==> config.mk <==
export PLATFORM = sky130hd
export DESIGN_NAME = id_ex_stage
export DESIGN_NICKNAME = d
export VERILOG_FILES = /design/src/rtl/mips_pkg.sv /design/src/rtl/fwd_mux.sv /design/src/rtl/id_ex_stage.sv
export SDC_FILE = /design/constraint.sdc
export NUM_CORES = 1
export LEC_CHECK = 0
export BUFFER_PORTS_ARGS = -buffer_cell sky130_fd_sc_hd__buf_2
export CAP_MARGIN = 20
export CELL_PAD_IN_SITES_DETAIL_PLACEMENT = 1
export CELL_PAD_IN_SITES_GLOBAL_PLACEMENT = 1
export CORE_ASPECT_RATIO = 0.8
export CORE_MARGIN = 2
export CORE_UTILIZATION = 32
export DETAILED_ROUTE_END_ITERATION = 12
export MAX_ROUTING_LAYER = met4
export PLACE_DENSITY = 0.77
export RECOVER_POWER = 25
export SYNTH_ARGS = -nofsm -noshare
export SYNTH_HDL_FRONTEND = slang
export SYNTH_SLANG_ARGS = --single-unit
==> constraint.sdc <==
create_clock -name clk -period 3.25 [get_ports clk]
set_input_delay 0.325 -clock clk [delete_from_list [all_inputs] [get_ports clk]]
set_output_delay 0.325 -clock clk [all_outputs]
set_load 0.02 [all_outputs]
==> src/rtl/mips_pkg.sv <==
// Shared MIPS pipeline types: ALU op codes, ID/EX bundle, bubble value.
package mips_pkg;

  localparam logic [3:0] ALUC_ADDU = 4'b0000;
  localparam logic [3:0] ALUC_ADD  = 4'b0010;
  localparam logic [3:0] ALUC_SRA  = 4'b1100;
  localparam logic [3:0] ALUC_SRL  = 4'b1101;
  localparam logic [3:0] ALUC_SLL  = 4'b1110;

  typedef struct packed {
    logic        valid;
    logic        reg_write;
    logic        mem_read;
    logic        mem_write;
    logic [31:0] rs_val;
    logic [31:0] rt_val;
    logic [4:0]  rs;
    logic [4:0]  rt;
    logic [4:0]  rd;
    logic [15:0] imm;
    logic [4:0]  shamt;
    logic [3:0]  aluc;
    logic        alu_src_imm;
    logic        imm_sext;
    logic        shift_var;
  } id_ex_t;

  localparam id_ex_t ID_EX_BUBBLE = '0;

  function automatic logic is_shift_op(input logic [3:0] aluc);
    return (aluc == ALUC_SRA) || (aluc == ALUC_SRL) || (aluc == ALUC_SLL);
  endfunction

endpackage

==> src/rtl/fwd_mux.sv <==
// Operand forwarding select: EX/MEM beats MEM/WB beats register file.
module fwd_mux
  import mips_pkg::*;
(
  input  logic [4:0]  reg_num,
  input  logic [31:0] reg_val,
  input  logic        exm_reg_write,
  input  logic [4:0]  exm_rd,
  input  logic [31:0] exm_result,
  input  logic        mwb_reg_write,
  input  logic [4:0]  mwb_rd,
  input  logic [31:0] mwb_result,
  output logic [31:0] fwd_val
);

  logic nz;

  always_comb begin
    nz      = (reg_num != 5'd0);
    fwd_val = reg_val;
    if (exm_reg_write && exm_rd == reg_num && nz)
      fwd_val = exm_result;
    else if (mwb_reg_write && mwb_rd == reg_num && nz)
      fwd_val = mwb_result;
  end

endmodule

==> src/rtl/id_ex_stage.sv <==
// ID/EX pipeline register with forwarding, ALU operand build
// and load-use hazard detection.
module id_ex_stage
  import mips_pkg::*;
(
  input  logic        clk,
  input  logic        rst,
  input  logic        stall,
  input  logic        flush,
  input  logic        id_valid,
  input  logic [31:0] id_rs_val,
  input  logic [31:0] id_rt_val,
  input  logic [4:0]  id_rs,
  input  logic [4:0]  id_rt,
  input  logic [4:0]  id_rd,
  input  logic [15:0] id_imm,
  input  logic [4:0]  id_shamt,
  input  logic [3:0]  id_aluc,
  input  logic        id_alu_src_imm,
  input  logic        id_imm_sext,
  input  logic        id_shift_var,
  input  logic        id_reg_write,
  input  logic        id_mem_read,
  input  logic        id_mem_write,
  input  logic        exm_reg_write,
  input  logic [4:0]  exm_rd,
  input  logic [31:0] exm_result,
  input  logic        mwb_reg_write,
  input  logic [4:0]  mwb_rd,
  input  logic [31:0] mwb_result,
  output logic [31:0] alu_a,
  output logic [31:0] alu_b,
  output logic [3:0]  alu_aluc,
  output logic        ex_valid,
  output logic        ex_reg_write,
  output logic        ex_mem_read,
  output logic        ex_mem_write,
  output logic [4:0]  ex_rd,
  output logic [31:0] ex_store_data,
  output logic        load_use_stall
);

  id_ex_t stage_d, stage_q;
  logic [31:0] fwd_rs, fwd_rt;

  always_comb begin
    stage_d = stage_q;
    if (flush) begin
      stage_d = ID_EX_BUBBLE;
    end else if (!stall) begin
      stage_d.valid       = id_valid;
      stage_d.reg_write   = id_reg_write;
      stage_d.mem_read    = id_mem_read;
      stage_d.mem_write   = id_mem_write;
      stage_d.rs_val      = id_rs_val;
      stage_d.rt_val      = id_rt_val;
      stage_d.rs          = id_rs;
      stage_d.rt          = id_rt;
      stage_d.rd          = id_rd;
      stage_d.imm         = id_imm;
      stage_d.shamt       = id_shamt;
      stage_d.aluc        = id_aluc;
      stage_d.alu_src_imm = id_alu_src_imm;
      stage_d.imm_sext    = id_imm_sext;
      stage_d.shift_var   = id_shift_var;
    end
  end

  always_ff @(posedge clk or posedge rst) begin
    if (rst) stage_q <= ID_EX_BUBBLE;
    else     stage_q <= stage_d;
  end

  fwd_mux u_fwd_rs (
    .reg_num       (stage_q.rs),
    .reg_val       (stage_q.rs_val),
    .exm_reg_write (exm_reg_write),
    .exm_rd        (exm_rd),
    .exm_result    (exm_result),
    .mwb_reg_write (mwb_reg_write),
    .mwb_rd        (mwb_rd),
    .mwb_result    (mwb_result),
    .fwd_val       (fwd_rs)
  );

  fwd_mux u_fwd_rt (
    .reg_num       (stage_q.rt),
    .reg_val       (stage_q.rt_val),
    .exm_reg_write (exm_reg_write),
    .exm_rd        (exm_rd),
    .exm_result    (exm_result),
    .mwb_reg_write (mwb_reg_write),
    .mwb_rd        (mwb_rd),
    .mwb_result    (mwb_result),
    .fwd_val       (fwd_rt)
  );

  // The ALU shifts by all of a, so variable shift amounts are masked here.
  always_comb begin
    alu_a = fwd_rs;
    if (is_shift_op(stage_q.aluc))
      alu_a = stage_q.shift_var ? {27'b0, fwd_rs[4:0]}
                                : {27'b0, stage_q.shamt};
  end

  always_comb begin
    alu_b = fwd_rt;
    if (stage_q.alu_src_imm)
      alu_b = {{16{stage_q.imm[15] & stage_q.imm_sext}}, stage_q.imm};
  end

  assign alu_aluc      = stage_q.aluc;
  assign ex_valid      = stage_q.valid;
  assign ex_reg_write  = stage_q.reg_write;
  assign ex_mem_read   = stage_q.mem_read;
  assign ex_mem_write  = stage_q.mem_write;
  assign ex_rd         = stage_q.rd;
  assign ex_store_data = fwd_rt;

  assign load_use_stall = id_valid && stage_q.valid && stage_q.mem_read
                       && (stage_q.rd != 5'd0)
                       && (stage_q.rd == id_rs || stage_q.rd == id_rt);

endmodule

== Word level (Yosys, flattened, before mapping) ==
Cells that the tools add are included.
Storage, ports and cells
  bits in registers: 111
  latch bits: 0
  RAM bits: 0
  bits in read-only memories: 0
  bits of input ports: 191
  output and inout port bits: 110
  word-level logic and storage cells: 53
  memories kept: 0
Cells by class
  $add $sub $neg: 0
  multipliers: 0
  div/mod/pow operators: 0
  $lt $le $gt $ge: 0
  equality and inequality tests: 10
  shift operators: 0
  muxes and demuxes: 9
  bitwise gates (word level): 1
  reductions and logical operators: 18
Operator list (number)
  111-bit 2-to-1 mux: 2
  32-bit 2-to-1 mux: 6
  5-bit equality test: 6
  5-bit nonzero test: 3
  4-bit equality test, second input constant: 3
  1-bit logical AND: 12
  5-bit 2-to-1 mux: 1
  1-bit logical OR: 3
  2-bit by 1-bit != test with 1-bit output, second input constant: 1
  1-bit AND: 1

== Logic depth before layout (Yosys ltp) ==
  depth after elaboration: 7
  depth in mapped cells: 7
  depth with buffers taken out: 5

== Cells and area by module ==
Synthesis repeated with hierarchy kept, for this count alone.
Unflattened totals
  cell total of the unflattened synthesis: 872
  area, all modules: 7547.2 um^2
Modules (own cells, without submodules)
  id_ex_stage: times used 1, cells an instance 476, area each 5240.0 um^2, sequential area each 2777.7 um^2
  fwd_mux: times used 2, cells an instance 198, area each 1153.6 um^2, sequential area each 0.0 um^2

== Least setup slack after synthesis ==
Ideal clock, no wire load.
  kind: flip-flop to output port
  start point: register stage_q[39] (netlist bit)
  end point: output port alu_a[11]
  data arrival time: 2.312 ns
  required time: 2.925 ns
  slack: 0.613 ns
  stages on the path, launching flop included: 8
  buffers on the path: 2
  cells stage by stage: dfrtp_1 -> or4_4 -> o211a_4 -> and2_1 -> buf_6 -> buf_6 -> mux2i_1 -> a211oi_1
Between the ends
  longest elaborated chain between the ends: 6
  elaborated cells on any way between the ends: 10
  those cells by class: 2 x eq/ne; 3 x mux; 5 x reduce/logical
RTL lines
  from (decl): RTL line id_ex_stage.sv:43  | id_ex_t stage_d, stage_q;
  from (signal assigned): RTL line id_ex_stage.sv:71  | else stage_q <= stage_d;
  5-bit equality test: RTL line fwd_mux.sv:23  | else if (mwb_reg_write && mwb_rd == reg_num && nz)
  1-bit logical AND (2 in a row): RTL line fwd_mux.sv:23
  32-bit 2-to-1 mux: RTL line fwd_mux.sv:23
  32-bit 2-to-1 mux *: RTL line fwd_mux.sv:21  | if (exm_reg_write && exm_rd == reg_num && nz)
  32-bit 2-to-1 mux *: RTL line id_ex_stage.sv:101  | if (is_shift_op(stage_q.aluc))
  to (decl): RTL line id_ex_stage.sv:31  | output logic [31:0] alu_a,
Every way passes the cells marked *; elsewhere a longest branch is shown, timed or not.

== Worst setup path after layout ==
  start point: register stage_q[40] (netlist bit)
  end point: output port alu_a[28]
Same word-level chain as after synthesis.

==> out/results.txt <==
Max Clk Rate - 317.3 MHz
Dpl cell area - 8706 um^2
Fin Hold WS - 0.2028 ns
RSZ-0062 raised after global routing - false
Initial DRT Pass Iterations - 6
Final setup vio count - 0
Vias - 6765
CP Max Fanout - 32
Placed Cells incl. Taps - 1274
Crit-path leading delay family - simple AND/OR/NAND/NOR gates
Pleak - 4.641 nW
CTS Sinks - 111
Post-synth net total - 944
Iteration-0 DRC Markers - 400
Antenna violations before repair - 6
Failing checks - max-capacitance violations, max-slew violations
Die width - 169.1 um
Most frequent cells in the layout - buf_2, nor2_1, mux2i_1
Commonest non-fill, non-tap cell in the layout - buf_2
Grt ovf - 0
Req. time, crit path - 2.92 ns
Core area - 21500 um^2
Max-cap violations - 1
Worst Setup End Kind - output port
Startpoint type of the worst setup path - flop
Synth Cell Area - 6982 um^2
RePlAce Congestion - 0.8683
Mean Syn Cell Area - 9.272 um^2
Wire per inst - 20.34 um
Pwr dens - 384.4 nW/um^2
IO Count - 301
Critical-path top delay cell - or4_4
Post-DP HPWL - 19.27 mm
CTS hold repair buffers - 0
WP data arrival - 2.83 ns
Largest net degree at the start of global routing - 112
# H-tree levels - 3
Layout area overhead - 29.18%
FILL cells - 2611
WP buf/inv - 1
Setup CP Type - reg2out
Worst min path class - in2reg
Via/cell ratio - 5.216
Setup ws final - 0.09867 ns
Status - finished with violations
Crit path largest cell delay - 0.55 ns
Number of synthesis warnings - 0
Clock Latency Late Sink - 0.35 ns
# DRC - 0
Post-CTS setup buffers - 0
Critical-path cell list - or4_4, o211a_4, and2_4, mux2i_1, a211oi_2, buf_2
Root buffer cell - clkbuf_16
Flops & latches, synth - 111
Final hold vios - 0
Pre-CTS setup slack - 0.05532 ns
Seq/Total Area, Yosys - 0.3978
Post-layout minimum cycle time - 3.151 ns
Inserted Clock Buffers - 9
Antenna-violating nets left - 0
Design area - 9019 um^2
Slew HR - -0.7669
Buffer depth of the longest clock path - 2
Die Y - 136.1 um
Detailed Route WL - 26.39 mm
Maximum vdd drop - 293.3 uV
First-pass GRT wire length - 40.43 mm
I/O Buffers - 300
Vias in the first global route - 7042
Final Core Density - 0.4195
Total global-route track usage - 0.2346
Slew Viols, Final - 112
Total power - 3.467 mW
Worst Tran Pin Value - 2.650 ns
Cell variety after synth - 36
Period utilization - 0.9696
Rows - 48
TritonCTS clock tree - yes
Fin Setup TNS - 0 ns
Effective utilization at floorplan - 0.3247
Non-Filler Instances - 1297
Final net count - 1202
Clock-pin slew on the worst setup and hold paths - 0.08 ns
Setup Skew - 0 ns
Ratio of cells with drive above 1 in the final layout - 0.3406
Gate Count Post-Synth - 753
Die area - 23020 um^2
==> metal layers <==
layer / part of all wire / vias to the layer above / track usage
met4: 0.017 / 0 / 0.05556
met3: 0.067 / 30 / 0.05939
li1: - / 3154 / -
met5: 0 / - / -
met2: 0.48 / 237 / 0.3859
met1: 0.44 / 3344 / 0.2914
==> kinds of logic (layout without fill, tap and decap cells) <==
logic type,after synthesis,in the layout,synth area share
AO/OA/AOI/OAI,112,112,0.1122
XOR/XNOR,29,29,0.03638
buffers and inverters,90,352,0.06021
flip-flops,111,111,0.3978
multiplexers,170,170,0.2437
other,0,6,0
AND/OR/NAND/NOR,241,242,0.1496
==> area by class of cell <==
class | instances | area, um^2 | share of cell area
clock buffer | 12 | 246.5 | 0.02733
sequential | 111 | 2779 | 0.3081
tap | 275 | 344.1 | 0.03815
antenna | 6 | 15.01 | 0.001665
clock inverter | 4 | 28.78 | 0.003191
timing repair buffer | 318 | 1692 | 0.1876
multi-input combinational | 553 | 3842 | 0.4261
inverter | 18 | 71.32 | 0.007908
==> worst paths after layout <==
path	depth (start not counted)	from	endpoint	slack [ns]
worst max-delay path	6	stage_q[40]	alu_a[28]	0.1
worst min-delay path	3	id_rs_val[15]	stage_q[90]	0.20
worst max register to register	2	stage_q[2]	stage_q[2]	2.09
worst min register to register	2	stage_q[102]	stage_q[102]	0.52
max in group asynchronous	3	rst	stage_q[2]	0.55
min in group asynchronous	3	rst	stage_q[81]	0.94
==> report_power, final <==
| group | switching (mW) | internal [mW] | total [mW] | leakage [nW] |
|---|---|---|---|---|
| Sequential | 0.0694 | 1.46 | 1.53 | 1.47 |
| Clock | 0.533 | 0.545 | 1.08 | 0.129 |
| Combinational | 0.513 | 0.348 | 0.861 | 3.04 |
==> worst min-delay path, stage by stage <==
cell and delay [ns]:
buf_2 0.07, mux2i_1 0.05, nor2_1 0.07
==> cell usage after synthesis <==
cell type | count | area, um^2
a211oi_1 | 33 | 247.7
a21boi_0 | 5 | 37.54
a21oi_1 | 34 | 170.2
a221oi_1 | 15 | 131.4
and2_1 | 3 | 18.77
and3_1 | 1 | 6.260
buf_1 | 13 | 48.80
buf_2 | 6 | 30.03
buf_4 | 11 | 82.58
buf_6 | 3 | 33.78
buf_8 | 1 | 15.01
clkbuf_1 | 38 | 142.6
dfrtp_1 | 111 | 2778
inv_1 | 18 | 67.56
mux2i_1 | 170 | 1702
nand2_1 | 10 | 37.54
nand2b_1 | 1 | 6.260
nand3_1 | 4 | 20.02
nand3b_1 | 17 | 127.6
nand4_1 | 1 | 6.260
nor2_1 | 177 | 664.4
nor2b_1 | 1 | 6.260
nor3_1 | 19 | 95.09
nor4_1 | 2 | 12.51
nor4_2 | 1 | 12.51
o2111ai_1 | 1 | 8.760
o211a_4 | 1 | 17.52
o211ai_1 | 17 | 127.6
o21ai_0 | 1 | 5.000
o31ai_1 | 5 | 37.54
or2_2 | 1 | 6.260
or3_1 | 1 | 6.260
or4_1 | 1 | 7.510
or4_4 | 1 | 11.26
xnor2_1 | 11 | 96.34
xor2_1 | 18 | 157.7
==> registers in the layout (all words and copies together) (netlist names) <==
register and cells:
ex_rd 5, ex_reg_write 1, ex_mem_write 1, stage_q 98
ex_valid 1, ex_mem_read 1, alu_aluc 4
==> timing repair <==
item	4_1_cts	5_1_grt
cloned	0	1
resized for setup	2	5
endpoints found under the setup margin	32	18
pin swaps	0	1
Note: power is estimated with default switching activity, not from simulation.
